--- src/rtl/video_timing_pkg.sv ---
`timescale 1ns/1ps
`default_nettype none
// ============================================================================
// video_timing_pkg : register map, ctrl bits, WXGA defaults, timing record
// Rev 1.0
// ============================================================================
package video_timing_pkg;

   localparam int TIMING_W = 12;

   localparam logic [3:0] ADR_V_BASE = 4'd7;
   localparam logic [3:0] ADR_CTRL   = 4'd14;
   localparam logic [3:0] ADR_VCTR   = 4'd15;

   localparam int CTRL_EN   = 0;
   localparam int CTRL_HPOL = 1;
   localparam int CTRL_VPOL = 2;

   localparam int WXGA_H_SYNC_ON    = 72;
   localparam int WXGA_H_SYNC_OFF   = 216;
   localparam int WXGA_H_BLANK_OFF  = 434;
   localparam int WXGA_H_BORDER_OFF = 434;
   localparam int WXGA_H_BORDER_ON  = 1800;
   localparam int WXGA_H_BLANK_ON   = 1800;
   localparam int WXGA_H_TOTAL      = 1800;
   localparam int WXGA_V_SYNC_ON    = 2;
   localparam int WXGA_V_SYNC_OFF   = 5;
   localparam int WXGA_V_BLANK_OFF  = 27;
   localparam int WXGA_V_BORDER_OFF = 27;
   localparam int WXGA_V_BORDER_ON  = 795;
   localparam int WXGA_V_BLANK_ON   = 795;
   localparam int WXGA_V_TOTAL      = 795;

   // Field order matches the register offsets within each axis block.
   typedef struct packed {
      logic [TIMING_W-1:0] sync_on;
      logic [TIMING_W-1:0] sync_off;
      logic [TIMING_W-1:0] blank_off;
      logic [TIMING_W-1:0] border_off;
      logic [TIMING_W-1:0] border_on;
      logic [TIMING_W-1:0] blank_on;
      logic [TIMING_W-1:0] total;
   } timing_t;

   function automatic logic [TIMING_W-1:0] timing_get(timing_t t, logic [2:0] idx);
      case (idx)
         3'd0:    return t.sync_on;
         3'd1:    return t.sync_off;
         3'd2:    return t.blank_off;
         3'd3:    return t.border_off;
         3'd4:    return t.border_on;
         3'd5:    return t.blank_on;
         3'd6:    return t.total;
         default: return '0;
      endcase
   endfunction

   function automatic timing_t timing_set(timing_t t, logic [2:0] idx, logic [TIMING_W-1:0] val);
      timing_t r;
      r = t;
      case (idx)
         3'd0:    r.sync_on    = val;
         3'd1:    r.sync_off   = val;
         3'd2:    r.blank_off  = val;
         3'd3:    r.border_off = val;
         3'd4:    r.border_on  = val;
         3'd5:    r.blank_on   = val;
         3'd6:    r.total      = val;
         default: r = t;
      endcase
      return r;
   endfunction

endpackage
`default_nettype wire

--- src/rtl/video_timing_gen_if.sv ---
`timescale 1ns/1ps
`default_nettype none
// ============================================================================
// video_timing_gen_if : timing register port (write strobe, address, data)
// Rev 1.0
// ============================================================================
interface video_timing_gen_if #(
   parameter int CW = 12
) ();
   logic          we;
   logic [3:0]    adr;
   logic [CW-1:0] dat_i;
   logic [CW-1:0] dat_o;

   modport master (output we, output adr, output dat_i, input dat_o);
   modport slave  (input we, input adr, input dat_i, output dat_o);
endinterface
`default_nettype wire

--- src/rtl/vtg_axis.sv ---
`timescale 1ns/1ps
`default_nettype none
// ============================================================================
// vtg_axis : one raster axis - position counter, active timing, raw window flags
// Rev 1.0
// ============================================================================
module vtg_axis
   import video_timing_pkg::*;
#(
   parameter int      CW  = TIMING_W,
   parameter timing_t DEF = '0
) (
   input  logic          clk,
   input  logic          rst,
   input  logic          en,
   input  logic          ce,
   input  logic          ld,
   input  timing_t       shadow,
   output logic [CW-1:0] ctr,
   output logic          term,
   output logic          sync_raw,
   output logic          blank_raw,
   output logic          border_raw
);

   timing_t act;

   // >= rather than == so a total shrunk below the current count still wraps.
   assign term       = ctr >= CW'(act.total);
   assign sync_raw   = (ctr >= CW'(act.sync_on)) && (ctr < CW'(act.sync_off));
   assign blank_raw  = (ctr >= CW'(act.blank_on)) || (ctr < CW'(act.blank_off));
   assign border_raw = (ctr >= CW'(act.border_on)) || (ctr < CW'(act.border_off));

   always_ff @(posedge clk or posedge rst) begin
      if (rst) begin
         ctr <= CW'(1);
         act <= DEF;
      end else begin
         if (ld) begin
            act <= shadow;
         end
         if (!en) begin
            ctr <= CW'(1);
         end else if (ce) begin
            ctr <= term ? CW'(1) : ctr + CW'(1);
         end
      end
   end

endmodule
`default_nettype wire

--- src/rtl/video_timing_gen.sv ---
`timescale 1ns/1ps
`default_nettype none
// ============================================================================
// video_timing_gen : runtime-programmable video sync generator (WXGA defaults)
// Rev 1.0
// ============================================================================
module video_timing_gen
   import video_timing_pkg::*;
#(
   parameter int         CW           = TIMING_W,
   parameter int         H_SYNC_ON    = WXGA_H_SYNC_ON,
   parameter int         H_SYNC_OFF   = WXGA_H_SYNC_OFF,
   parameter int         H_BLANK_OFF  = WXGA_H_BLANK_OFF,
   parameter int         H_BORDER_OFF = WXGA_H_BORDER_OFF,
   parameter int         H_BORDER_ON  = WXGA_H_BORDER_ON,
   parameter int         H_BLANK_ON   = WXGA_H_BLANK_ON,
   parameter int         H_TOTAL      = WXGA_H_TOTAL,
   parameter int         V_SYNC_ON    = WXGA_V_SYNC_ON,
   parameter int         V_SYNC_OFF   = WXGA_V_SYNC_OFF,
   parameter int         V_BLANK_OFF  = WXGA_V_BLANK_OFF,
   parameter int         V_BORDER_OFF = WXGA_V_BORDER_OFF,
   parameter int         V_BORDER_ON  = WXGA_V_BORDER_ON,
   parameter int         V_BLANK_ON   = WXGA_V_BLANK_ON,
   parameter int         V_TOTAL      = WXGA_V_TOTAL,
   parameter logic [2:0] CTRL_RST     = 3'b101
) (
   input  logic                clk,
   input  logic                rst,
   video_timing_gen_if.slave   bus,
   output logic                hSync,
   output logic                vSync,
   output logic                blank,
   output logic                border,
   output logic                de,
   output logic [CW-1:0]       hCtr,
   output logic [CW-1:0]       vCtr,
   output logic                vbl_irq
);

   localparam timing_t H_DEF = '{
      sync_on:    TIMING_W'(H_SYNC_ON),
      sync_off:   TIMING_W'(H_SYNC_OFF),
      blank_off:  TIMING_W'(H_BLANK_OFF),
      border_off: TIMING_W'(H_BORDER_OFF),
      border_on:  TIMING_W'(H_BORDER_ON),
      blank_on:   TIMING_W'(H_BLANK_ON),
      total:      TIMING_W'(H_TOTAL)
   };
   localparam timing_t V_DEF = '{
      sync_on:    TIMING_W'(V_SYNC_ON),
      sync_off:   TIMING_W'(V_SYNC_OFF),
      blank_off:  TIMING_W'(V_BLANK_OFF),
      border_off: TIMING_W'(V_BORDER_OFF),
      border_on:  TIMING_W'(V_BORDER_ON),
      blank_on:   TIMING_W'(V_BLANK_ON),
      total:      TIMING_W'(V_TOTAL)
   };

   timing_t             sh_h;
   timing_t             sh_v;
   logic [2:0]          ctrl;
   logic                en;
   logic                eol;
   logic                eof;
   logic                load;
   logic                h_term, h_sync, h_blank, h_border;
   logic                v_term, v_sync, v_blank, v_border;
   logic                vblank_q;
   logic [2:0]          v_idx;
   logic [TIMING_W-1:0] wdat;

   assign en    = ctrl[CTRL_EN];
   assign eol   = en & h_term;
   assign eof   = eol & v_term;
   // While disabled the actives track the shadows so a re-enable starts clean.
   assign load  = ~en | eof;
   assign v_idx = 3'(bus.adr - ADR_V_BASE);
   assign wdat  = TIMING_W'(bus.dat_i);

   always_ff @(posedge clk or posedge rst) begin
      if (rst) begin
         sh_h <= H_DEF;
         sh_v <= V_DEF;
         ctrl <= CTRL_RST;
      end else if (bus.we) begin
         if (bus.adr < ADR_V_BASE) begin
            sh_h <= timing_set(sh_h, bus.adr[2:0], wdat);
         end else if (bus.adr < ADR_CTRL) begin
            sh_v <= timing_set(sh_v, v_idx, wdat);
         end else if (bus.adr == ADR_CTRL) begin
            ctrl <= bus.dat_i[2:0];
         end
      end
   end

   always_comb begin
      bus.dat_o = '0;
      if (bus.adr < ADR_V_BASE) begin
         bus.dat_o = CW'(timing_get(sh_h, bus.adr[2:0]));
      end else if (bus.adr < ADR_CTRL) begin
         bus.dat_o = CW'(timing_get(sh_v, v_idx));
      end else if (bus.adr == ADR_CTRL) begin
         bus.dat_o = CW'(ctrl);
      end else if (bus.adr == ADR_VCTR) begin
         bus.dat_o = vCtr;
      end
   end

   vtg_axis #(.CW(CW), .DEF(H_DEF)) u_h_axis (
      .clk        (clk),
      .rst        (rst),
      .en         (en),
      .ce         (1'b1),
      .ld         (load),
      .shadow     (sh_h),
      .ctr        (hCtr),
      .term       (h_term),
      .sync_raw   (h_sync),
      .blank_raw  (h_blank),
      .border_raw (h_border)
   );

   vtg_axis #(.CW(CW), .DEF(V_DEF)) u_v_axis (
      .clk        (clk),
      .rst        (rst),
      .en         (en),
      .ce         (eol),
      .ld         (load),
      .shadow     (sh_v),
      .ctr        (vCtr),
      .term       (v_term),
      .sync_raw   (v_sync),
      .blank_raw  (v_blank),
      .border_raw (v_border)
   );

   always_ff @(posedge clk or posedge rst) begin
      if (rst) begin
         blank    <= 1'b1;
         border   <= 1'b1;
         de       <= 1'b0;
         hSync    <= ~CTRL_RST[CTRL_HPOL];
         vSync    <= ~CTRL_RST[CTRL_VPOL];
         vblank_q <= 1'b1;
         vbl_irq  <= 1'b0;
      end else begin
         blank    <= ~en | h_blank | v_blank;
         border   <= ~en | h_border | v_border;
         de       <= en & ~h_border & ~v_border;
         hSync    <= ~((en & h_sync) ^ ctrl[CTRL_HPOL]);
         vSync    <= ~((en & v_sync) ^ ctrl[CTRL_VPOL]);
         vblank_q <= ~en | v_blank;
         vbl_irq  <= en & v_blank & ~vblank_q;
      end
   end

endmodule
`default_nettype wire
--- src/flat_wrapper.sv ---
// flat-port wrapper written by rule: the top's interface ports become plain ports
module video_timing_gen_flat import video_timing_pkg::*;
#(
   parameter int         CW           = TIMING_W,
   parameter int         H_SYNC_ON    = WXGA_H_SYNC_ON,
   parameter int         H_SYNC_OFF   = WXGA_H_SYNC_OFF,
   parameter int         H_BLANK_OFF  = WXGA_H_BLANK_OFF,
   parameter int         H_BORDER_OFF = WXGA_H_BORDER_OFF,
   parameter int         H_BORDER_ON  = WXGA_H_BORDER_ON,
   parameter int         H_BLANK_ON   = WXGA_H_BLANK_ON,
   parameter int         H_TOTAL      = WXGA_H_TOTAL,
   parameter int         V_SYNC_ON    = WXGA_V_SYNC_ON,
   parameter int         V_SYNC_OFF   = WXGA_V_SYNC_OFF,
   parameter int         V_BLANK_OFF  = WXGA_V_BLANK_OFF,
   parameter int         V_BORDER_OFF = WXGA_V_BORDER_OFF,
   parameter int         V_BORDER_ON  = WXGA_V_BORDER_ON,
   parameter int         V_BLANK_ON   = WXGA_V_BLANK_ON,
   parameter int         V_TOTAL      = WXGA_V_TOTAL,
   parameter logic [2:0] CTRL_RST     = 3'b101
)
  (clk, rst, hSync, vSync, blank, border, de, hCtr, vCtr, vbl_irq, bus_we, bus_adr, bus_dat_i, bus_dat_o);
  video_timing_gen_if #(.CW(CW)) bus_i ();
  input  logic clk;
  input  logic rst;
  output logic hSync;
  output logic vSync;
  output logic blank;
  output logic border;
  output logic de;
  output logic [CW-1:0] hCtr;
  output logic [CW-1:0] vCtr;
  output logic vbl_irq;
  input wire logic [$bits(bus_i.we)-1:0] bus_we;
  input wire logic [$bits(bus_i.adr)-1:0] bus_adr;
  input wire logic [$bits(bus_i.dat_i)-1:0] bus_dat_i;
  output wire logic [$bits(bus_i.dat_o)-1:0] bus_dat_o;
  assign bus_i.we = bus_we;
  assign bus_i.adr = bus_adr;
  assign bus_i.dat_i = bus_dat_i;
  assign bus_dat_o = bus_i.dat_o;
  video_timing_gen #(.CW(CW), .H_SYNC_ON(H_SYNC_ON), .H_SYNC_OFF(H_SYNC_OFF), .H_BLANK_OFF(H_BLANK_OFF), .H_BORDER_OFF(H_BORDER_OFF), .H_BORDER_ON(H_BORDER_ON), .H_BLANK_ON(H_BLANK_ON), .H_TOTAL(H_TOTAL), .V_SYNC_ON(V_SYNC_ON), .V_SYNC_OFF(V_SYNC_OFF), .V_BLANK_OFF(V_BLANK_OFF), .V_BORDER_OFF(V_BORDER_OFF), .V_BORDER_ON(V_BORDER_ON), .V_BLANK_ON(V_BLANK_ON), .V_TOTAL(V_TOTAL), .CTRL_RST(CTRL_RST)) u_core (.clk(clk), .rst(rst), .bus(bus_i), .hSync(hSync), .vSync(vSync), .blank(blank), .border(border), .de(de), .hCtr(hCtr), .vCtr(vCtr), .vbl_irq(vbl_irq));
endmodule
--- config.mk ---
export PLATFORM = sky130hd
export DESIGN_NAME = video_timing_gen_flat
export DESIGN_NICKNAME = d
export VERILOG_FILES = /design/src/rtl/video_timing_pkg.sv /design/src/rtl/video_timing_gen_if.sv /design/src/rtl/vtg_axis.sv /design/src/rtl/video_timing_gen.sv /design/src/flat_wrapper.sv
export SDC_FILE = /design/constraint.sdc
export NUM_CORES = 1
export LEC_CHECK = 0
export CAP_MARGIN = 20
export CORE_MARGIN = 2
export CORE_UTILIZATION = 40
export DETAILED_ROUTE_END_ITERATION = 10
export DONT_BUFFER_PORTS = 1
export PLACE_DENSITY_LB_ADDON = 0.2
export SKIP_CTS_REPAIR_TIMING = 1
export SYNTH_ARGS = -nofsm -noshare
export SYNTH_HDL_FRONTEND = slang
export SYNTH_SLANG_ARGS = --single-unit
--- constraint.sdc ---
create_clock -name clk -period 15.68 [get_ports clk]
set_input_delay 1.568 -clock clk [delete_from_list [all_inputs] [get_ports clk]]
set_output_delay 1.568 -clock clk [all_outputs]
set_load 0.02 [all_outputs]
==> reports/results.tsv <==
metric	value	unit
grt_setup_unrepaired	false	
synth-edff-count	0	
netlist_top_cells_area	dfrtp_1 31%, dfstp_2 16%, mux2_2 13%, ha_1 10%, mux2_4 8.1%	
intPower	2.60	mW
io_buffers	0	
gp_congestion	0.854	
antenna_cells	0	
grt_pass1_wl	91100	um
die_y	229	um
reg2reg_depth	10	
floorplan.initialDensity	40.4	%
ys_seq_area_share	46.6	%
clock.fmax	0.168	GHz
synth_cell_types	63	
reg2reg_slack	10.65	ns
postSynthAreaPerCell	12.3	um^2
combPwrFrac	29.5	%
critical_path.startpoint	bus_adr[2]	
relSlewSlack	24.6	%
syn-instance-count	1648	
wl	61200	um
cap_viol_max_count	0	
synth_top_area_share	30.7	%
synthFlopType	dfrtp_1	
coreArea	50100	um^2
fin_nets	1832	
peakVddDrop	0.0000874	V
final_max_slew_viol_count	0	
cts_made_buffers	44	
grt.total_usage	23.6	%
synth_fp_nets	1834	
yosysTopAreaCell	dfrtp_1	
drive_above_1_share	35.2	%
first_iter_violations	861	
cts_max_path_buffers	3	
wl_per_cell	26.0	um
crit_path_start_kind	primary input	
first_pass_iters	7	
path_clk_slew	0.06	ns
vias	13200	
clockPowerShare	27.3	%
fin_tns_setup	0	ns
required	14.11	ns
syn-cell-area	20200	um^2
die-area	52300	um^2
seqPwrFrac	43.3	%
clkSinkCount	370	
antenna_found_initial	0	
clock_tree.root_cell	clkbuf_16	
vias_per_cell	5.60	
power.density	171	nW/um^2
area_growth	10.6	%
crit_end	bus_dat_o[2]	
hpwlAfterDp	42100	um
async_flop_share	100	%
ys_ff_latch	370	
yosys_warnings	0	
cp_max_fo	39	
dieWidth	229	um
p_sw_share	32.1	%
min_period	5.96	ns
worstReg2RegEnd	u_core.u_h_axis.act[35]$_DFFE_PP0P_	
whs	0.504	ns
row_count	82	
grt_max_degree	103	
timing.final.crit_share	38.0	%
fillers	4706	
critical_path_class	in2out	
globalRoute.totalOverflow	0	
cts_tree	yes	
finalClockSkew	0.0157	ns
p_switching	1.23	mW
arrival	4.39	ns
final_common_cell	dfrtp_1	
first_global_vias	13300	
final_cell_mix	248 x dfrtp_1, 240 x mux2_2, 166 x ha_1	
r2r-start	u_core.u_v_axis.ctr[0]$_DFFE_PP1P_	
clk_latency	0.57	ns
hold_viol_final	0	
status	complete, no violations	
drc	0	
drtAntennaViolNets	0	
hold_class	reg2reg	
cts_max_level	2	
setup_viol	0	
max_slew.worst_pin.slew	1.13	ns
cp-end-kind	primary output	
ioPinCount	61	
leakage	10.4	nW
layer usage:
layer | share of wire (%) | vias to the layer above | track usage, % | wire (um)
li1 | - | 5910 | - | -
met4 | 4.0 | 0 | 8.71 | 2460
met5 | 0 | - | 0 | 0
met2 | 48 | 335 | 39.0 | 29200
met1 | 44 | 6812 | 30.8 | 26800
met3 | 4.5 | 106 | 4.34 | 2770
final cells by class:
type	count	area, um^2	share of cell area [%]
repair buffers	30	225	1.01
multi-input cells	1036	9790	43.8
clock inverters	17	195	0.873
flip-flops and latches	370	9410	42.1
clock buffers	63	1270	5.70
inverters	164	623	2.79
well taps	672	841	3.76
how the worst min path moves through the flow:
stage	end	cells past startpoint	start
after floorplan	u_core.hSync$_DFF_PP1_	1	u_core.ctrl[1]$_DFFE_PP0P_
after global placement	u_core.u_v_axis.act[64]$_DFFE_PP0P_	1	u_core.u_v_axis.act[64]$_DFFE_PP0P_
after detailed placement	u_core.u_h_axis.act[1]$_DFFE_PP0P_	1	u_core.u_h_axis.act[1]$_DFFE_PP0P_
after CTS	u_core.u_h_axis.act[59]$_DFFE_PP0P_	1	u_core.u_h_axis.act[59]$_DFFE_PP0P_
after global routing	u_core.u_v_axis.act[58]$_DFFE_PP0P_	1	u_core.u_v_axis.act[58]$_DFFE_PP0P_
final	u_core.u_v_axis.act[42]$_DFFE_PP0P_	1	u_core.u_v_axis.act[42]$_DFFE_PP0P_
state kept, by name, indices dropped and copies added, names as in the netlist, 3 cells and up:
signal and count:
u_core.u_h_axis.ctr 12, u_core.u_h_axis.act 84, u_core.sh_h 84, u_core.u_v_axis.act 84, u_core.u_v_axis.ctr 12, u_core.sh_v 84
u_core.ctrl 3
power by group through the flow:
| stage | logic, mW | registers [mW] | clock network [mW] |
|---|---|---|---|
| 2_1_floorplan | 0.918 | 1.53 | 0 |
| 3_3_place_gp | 1.10 | 1.67 | 0 |
| 3_5_place_dp | 1.13 | 1.67 | 0 |
| 4_1_cts | 1.14 | 1.66 | 1.07 |
| 5_1_grt | 1.26 | 1.69 | 1.11 |
| 6_report | 1.13 | 1.66 | 1.04 |
worst max-delay path: stages:
cell      delay, ns
inv_1          0.34
ha_2           0.87
a211oi_1       0.24
nor2_1         0.53
a22oi_1        0.21
o22ai_1        0.62
cells by family after synthesis:
kind of cell	after synthesis	synth area share [%]
adder cells (fa/ha/maj)	167	10.3
AND/OR/NAND/NOR	235	5.81
XOR/XNOR	15	0.650
buffers and inverters	242	5.07
flip-flops	370	46.6
multiplexers	380	23.6
AO/OA/AOI/OAI	239	7.95
through the flow:
stage | total power, mW | util, % | area [um^2] | instances | setup slack [ns]
6_report | 3.83 | 44.7 | 22400 | 2352 | 9.72
4_1_cts | 3.87 | 44.7 | 22400 | 2351 | 9.73
3_5_place_dp | 2.81 | 41.7 | 20900 | 2271 | 9.73
3_3_place_gp | 2.76 | 41.7 | 20900 | 2271 | 9.85
2_1_floorplan | 2.45 | - | 20200 | 1648 | 4.04
5_1_grt | 4.06 | 44.7 | 22400 | 2352 | 9.46
synth_stat cells, drive strengths merged (9+ instances only):
master and instances:
a21o 33, a21oi 59, a221oi 10, a22o 9, a22oi 14, and3 9
buf 39, clkbuf 39, dfrtp 248, dfstp 122, ha 167, inv 163
mux2 349, mux2i 21, mux4 10, nand2 49, nand3 23, nand4 26
nor2 67, nor3 11, nor4 17, o21ai 46, o22ai 11, xor2 10
(Power assumes the default switching activity.)
